File: src/rtl/exec_pkg.sv
// exec_pkg: opcodes, ALU operations and instruction field positions for exec_core
package exec_pkg;
  localparam int W = 8;
  localparam logic [7:0] OP_LOADI = 8'h00;
  localparam logic [7:0] OP_MOV   = 8'h01;
  localparam logic [7:0] OP_ADD   = 8'h02;
  localparam logic [7:0] OP_SUB   = 8'h03;
  localparam logic [7:0] OP_AND   = 8'h04;
  localparam logic [7:0] OP_OR    = 8'h05;
  localparam logic [7:0] OP_J     = 8'h06;
  localparam logic [7:0] OP_BEQ   = 8'h07;
  localparam logic [7:0] OP_BNE   = 8'h08;
  localparam logic [7:0] OP_LWD   = 8'h09;
  localparam logic [7:0] OP_LWI   = 8'h0A;
  localparam logic [7:0] OP_SWD   = 8'h0B;
  localparam logic [7:0] OP_SWI   = 8'h0C;
  localparam logic [7:0] OP_MULT  = 8'h0D;
  localparam logic [2:0] ALU_FWD = 3'b000;
  localparam logic [2:0] ALU_ADD = 3'b001;
  localparam logic [2:0] ALU_AND = 3'b010;
  localparam logic [2:0] ALU_OR  = 3'b011;
  localparam logic [2:0] ALU_MUL = 3'b100;
  localparam int OP_MSB = 31, OP_LSB = 24;
  localparam int OFF_MSB = 23, OFF_LSB = 16;
  localparam int DST_MSB = 18, DST_LSB = 16;
  localparam int SRC1_MSB = 10, SRC1_LSB = 8;
  localparam int SRC2_MSB = 2, SRC2_LSB = 0;
  localparam int IMM_MSB = 7, IMM_LSB = 0;
endpackage

File: src/rtl/exec_alu.sv
// exec_alu: combinational 8-bit ALU; multiply only when EXEC_MULT_EN is defined
module exec_alu import exec_pkg::*; (
  input  logic [W-1:0] A,
  input  logic [W-1:0] B,
  input  logic [2:0]   ALUOP,
  output logic [W-1:0] RESULT,
  output logic         ZERO
);
  logic [W-1:0] mul;
`ifdef EXEC_MULT_EN
  assign mul = W'(A * B);
`else
  assign mul = '0;
`endif
  always_comb begin
    RESULT = ALUOP == ALU_FWD ? B :
             ALUOP == ALU_ADD ? A + B :
             ALUOP == ALU_AND ? A & B :
             ALUOP == ALU_OR  ? A | B :
             ALUOP == ALU_MUL ? mul : '0;
    ZERO = RESULT == '0;
  end
endmodule

File: src/rtl/exec_core.sv
// exec_core: single-cycle decode, operand select, ALU and PC with relative branches.
// Define EXEC_MULT_EN to enable the mult opcode.
module exec_core import exec_pkg::*; (
  input  logic               CLK,
  input  logic               RESET,
  input  logic [31:0]        INSTRUCTION,
  input  logic [W-1:0]       OUT1,
  input  logic [W-1:0]       OUT2,
  input  logic               BUSYWAIT,
  output logic [2:0]         RD_ADDR1,
  output logic [2:0]         RD_ADDR2,
  output logic [2:0]         WR_ADDR,
  output logic               REG_WRITE,
  output logic               WB_SEL,
  output logic               READEN,
  output logic               WRITEEN,
  output logic [W-1:0]       ALU_RESULT,
  output logic               ZERO,
  output logic signed [31:0] PC
);
  logic [7:0] op;
  logic [W-1:0] imm, b;
  logic [2:0] aluop;
  logic is_mult, use_imm, negate, wr, take, unused_bits;
  logic signed [31:0] pc4, offset;
  assign op = INSTRUCTION[OP_MSB:OP_LSB];
  assign imm = INSTRUCTION[IMM_MSB:IMM_LSB];
  assign unused_bits = ^INSTRUCTION[15:11];
  assign RD_ADDR1 = INSTRUCTION[SRC1_MSB:SRC1_LSB];
  assign RD_ADDR2 = INSTRUCTION[SRC2_MSB:SRC2_LSB];
  assign WR_ADDR = INSTRUCTION[DST_MSB:DST_LSB];
`ifdef EXEC_MULT_EN
  assign is_mult = op == OP_MULT;
`else
  assign is_mult = 1'b0;
`endif
  always_comb begin
    use_imm = op == OP_LOADI || op == OP_LWI || op == OP_SWI;
    negate = op == OP_SUB || op == OP_BEQ || op == OP_BNE;
    b = negate ? ~OUT2 + 1'b1 : use_imm ? imm : OUT2;
    aluop = (op == OP_ADD || negate) ? ALU_ADD :
            op == OP_AND ? ALU_AND :
            op == OP_OR  ? ALU_OR  :
            is_mult      ? ALU_MUL : ALU_FWD;
    wr = op == OP_LOADI || op == OP_MOV || op == OP_ADD || op == OP_SUB || op == OP_AND ||
         op == OP_OR || op == OP_LWD || op == OP_LWI || is_mult;
    REG_WRITE = wr && !BUSYWAIT;
    WB_SEL = op == OP_LWD || op == OP_LWI;
    READEN = op == OP_LWD || op == OP_LWI;
    WRITEEN = op == OP_SWD || op == OP_SWI;
    take = op == OP_J || (op == OP_BEQ && ZERO) || (op == OP_BNE && !ZERO);
    pc4 = PC + 32'sd4;
    offset = {{22{INSTRUCTION[OFF_MSB]}}, INSTRUCTION[OFF_MSB:OFF_LSB], 2'b00};
  end
  exec_alu u_alu (.A(OUT1), .B(b), .ALUOP(aluop), .RESULT(ALU_RESULT), .ZERO(ZERO));
  // A taken branch wins over a stall; a stall only freezes sequential fetch
  always_ff @(posedge CLK) begin
    if (RESET) PC <= '0;
    else if (take) PC <= pc4 + offset;
    else if (!BUSYWAIT) PC <= pc4;
  end
endmodule

File: config.mk
export PLATFORM = sky130hd
export DESIGN_NAME = exec_core
export DESIGN_NICKNAME = d
export VERILOG_FILES = /design/src/rtl/exec_pkg.sv /design/src/rtl/exec_alu.sv /design/src/rtl/exec_core.sv
export SDC_FILE = /design/constraint.sdc
export NUM_CORES = 1
export LEC_CHECK = 0
export CORE_MARGIN = 5
export CORE_UTILIZATION = 41
export DETAILED_ROUTE_END_ITERATION = 7
export GPL_ROUTABILITY_DRIVEN = 0
export PLACE_DENSITY_LB_ADDON = 0.05
export SETUP_SLACK_MARGIN = 0.3
export SYNTH_ARGS = -nofsm -noshare
export SYNTH_HDL_FRONTEND = slang
export SYNTH_SLANG_ARGS = --single-unit
File: constraint.sdc
create_clock -name CLK -period 7.88 [get_ports CLK]
set_input_delay 2.364 -clock CLK [delete_from_list [all_inputs] [get_ports CLK]]
set_output_delay 2.364 -clock CLK [all_outputs]
set_load 0.01 [all_outputs]
==> impl_metrics.env <==
export IMPL_status="finished with violations"
export IMPL_violations="setup timing"
export IMPL_p_leak_uw=0.00326
export IMPL_vias=5795
export IMPL_min_from="PC[26]"
export IMPL_rsz0062_at_grt="yes"
export IMPL_holdWs_ps=618
export IMPL_antenna_found_initial=0
export IMPL_max_flop_register="PC"
export IMPL_die_height_um=121
export IMPL_r2r_start="PC[2]"
export IMPL_wl_per_cell_um=17.2
export IMPL_maxSlewHeadroom=0.252
export IMPL_die_w_um=121
export IMPL_hold_buffers=0
export IMPL_layout_cells_non_filler=1030
export IMPL_grt_total_usage=0.231
export IMPL_critPathMaxFanout=4
export IMPL_fin_ws_ps=-432
export IMPL_io_pins=105
export IMPL_worst_path_max_delay_cell="or4b_4"
export IMPL_synth_area_leaders="dfxtp_1 (12%), ha_1 (12%), xnor2_1 (8.3%)"
export IMPL_cts_root_buf="clkbuf_16"
export IMPL_setup_worst_path_start="INSTRUCTION[29]"
export IMPL_coreArea_um2=12100
export IMPL_syn_inst=668
export IMPL_avgSynthCellArea_um2=7.59
export IMPL_hpwl_um=12800
export IMPL_fin_skew_ps=6.44
export IMPL_crit_top_cell="buf_4"
export IMPL_fin_crit_sh=1.05
export IMPL_cts_max_path_buffers=2
export IMPL_dp_cells=976
export IMPL_synthTopCellsByCount="nor2_1 (62), xnor2_1 (48), ha_1 (47)"
export IMPL_worstPathCellList="buf_6 > buf_4 > buf_4 > nor4_4 > buf_4 > o221a_2 > buf_4 > o21ai_0 > a221o_1 > ha_1 > a21o_1 > a41o_1 > xor2_1 > a221o_1 > or4b_4 > nor3_4 > buf_2"
export IMPL_max_cap_violations=0
export IMPL_ys_async_sr_fraction=0
export IMPL_initial_utilization=0.420
export IMPL_die_area_um2=14700
export IMPL_io_buffers=91
export IMPL_insertion_delay_ps=280
export IMPL_netlist_area_um2=5070
export IMPL_crit_buf_inv=6
export IMPL_path_clk_slew_ps=50
export IMPL_nets=962
export IMPL_drv_slew=0
export IMPL_synth_edf_count=0
export IMPL_cts_buffers=5
export IMPL_tightest_slew_ps=1120
export IMPL_core_rowCount=40
export IMPL_ant_nets=0
export IMPL_powerDensity_nw_per_um2=80.9
export IMPL_firstDrtPassIters=5
export IMPL_yosysSeqAreaShare=0.118
export IMPL_crit_arrival_ps=5950
export IMPL_grt_overflow=0
export IMPL_crit_family="compound AO/OA/AOI/OAI gates"
export IMPL_htreeDepth=2
export IMPL_wl_um=17800
export IMPL_ys_warn_count=0
export IMPL_cts_sinks=30
export IMPL_drt_first_iter_violations=317
export IMPL_max_freq_mhz=120
export IMPL_nFillCells=1077
export IMPL_hold_viol_final=0
export IMPL_cp_data_required_time_ps=5520
export IMPL_hp_class="flop to flop"
export IMPL_grt_max_degree=34
export IMPL_num_antenna_cells=0
export IMPL_ys_ff_latch=30
export IMPL_route_detailed_drc=0
export IMPL_top_regs="PC (30)"
export IMPL_grt_pass1_vias=5729
export IMPL_yosysTopAreaCell="dfxtp_1"
export IMPL_finish_utilization=0.623
export IMPL_period_minus_slack_ps=8310
export IMPL_synth_distinct_cells=77
export IMPL_yosysMostFrequentCell="nor2_1"
export IMPL_synth_top_cell_area_share=0.118
export IMPL_path_class="input pin to output pin"
export IMPL_peakVddDrop_v=0.0000686
export IMPL_drive_gt1_frac=0.255
export IMPL_area_growth_pct=48.2
export IMPL_largest_reg_flops=30
export IMPL_slowest_delay_ps=520
export IMPL_grt_pass1_wl_um=27900
export IMPL_synthFlopType="dfxtp_1"
export IMPL_cts_tree="yes"
export IMPL_finalSetupViolCount=2
export IMPL_start_kind="input pin"
export IMPL_vias_per_cell=5.63
export IMPL_endpoint_kind="output pin"
final timing paths:
| path | end | slack [ps] | depth (start not counted) |
|---|---|---|---|
| worst max-delay path | ZERO | -430 | 17 |
| worst min-delay path | PC[26] | 620 | 2 |
| worst max register to register | PC[30] | 2950 | 16 |
| worst min register to register | PC[26] | 620 | 2 |
through the flow:
stage	total power (uW)	area, um2	setup TNS (ps)	setup WS, ps
3_3_place_gp	377	6690	-4710	-1260
4_1_cts	600	7390	-796	-520
5_1_grt	639	7510	-1000	-538
3_5_place_dp	381	6690	-4850	-1340
2_1_floorplan	284	5130	-336	-336
6_report	608	7510	-771	-432
metal layers:
layer	wire (um)	part of all wire	track usage	up-vias
li1	-	-	-	2833
met1	7600	0.43	0.281	2754
met2	8870	0.50	0.414	167
met3	709	0.040	0.0275	41
met4	576	0.032	0.0910	0
met5	0	0	0	-
cell usage in the layout, fill, tap and decap left out, types with 11 or more instances in the layout:
cell type / n
inv_1: 26
a21oi_1: 30
xor2_1: 37
o2111ai_1: 11
and2_1: 11
nor3_1: 20
dfxtp_1: 30
nor2b_1: 13
buf_4: 106
xnor2_1: 47
buf_6: 31
a211oi_1: 22
nor2_1: 57
nand3_1: 16
clkdlybuf4s50_1: 69
a21o_1: 16
nand2_1: 39
o21ai_0: 23
ha_1: 39
and3_1: 14
logic make-up (layout without fill, tap and decap cells):
group,count (synthesis),count (layout),share of synthesized area
AOI/OAI and AO/OA,195,195,0.286
xor gates and xnor gates,85,85,0.147
adders and majority gates,49,49,0.124
buffers and inverters,70,263,0.0656
DFF,30,30,0.118
muxes,15,15,0.0316
other,1,2,0.000739
and+or+nand+nor,223,223,0.227
what timing repair did:
item,4_1_cts,5_1_grt
pin swaps,39,17
setup endpoints to repair,9,9
resized for setup,124,19
cloned,1,0
buffers inserted,39,7
worst min-delay path: cells and delay by family, from the launching register on:
kind / cells / cell delay, ps
AO/OA/AOI/OAI: 1 / 60
XOR/XNOR: 1 / 170
flip-flops: 1 / 340
final cells by class:
cell class | count | area [um2] | area share
clock buffers | 7 | 133 | 0.0176
repair buffers | 224 | 1990 | 0.265
inverters | 32 | 123 | 0.0163
multi-input cells | 569 | 4460 | 0.593
well taps | 168 | 210 | 0.0280
flip-flops and latches | 30 | 601 | 0.0799
report_power, final:
group | leakage, uW | switching [uW] | total (uW) | internal, uW
combinational | 0.00295 | 130 | 267 | 136
clock | 0.0000640 | 68.4 | 184 | 115
sequential | 0.000242 | 3.24 | 157 | 154
total | 0.00326 | 202 | 608 | 406
No activity file was read; power rests on OpenSTA's default activity.
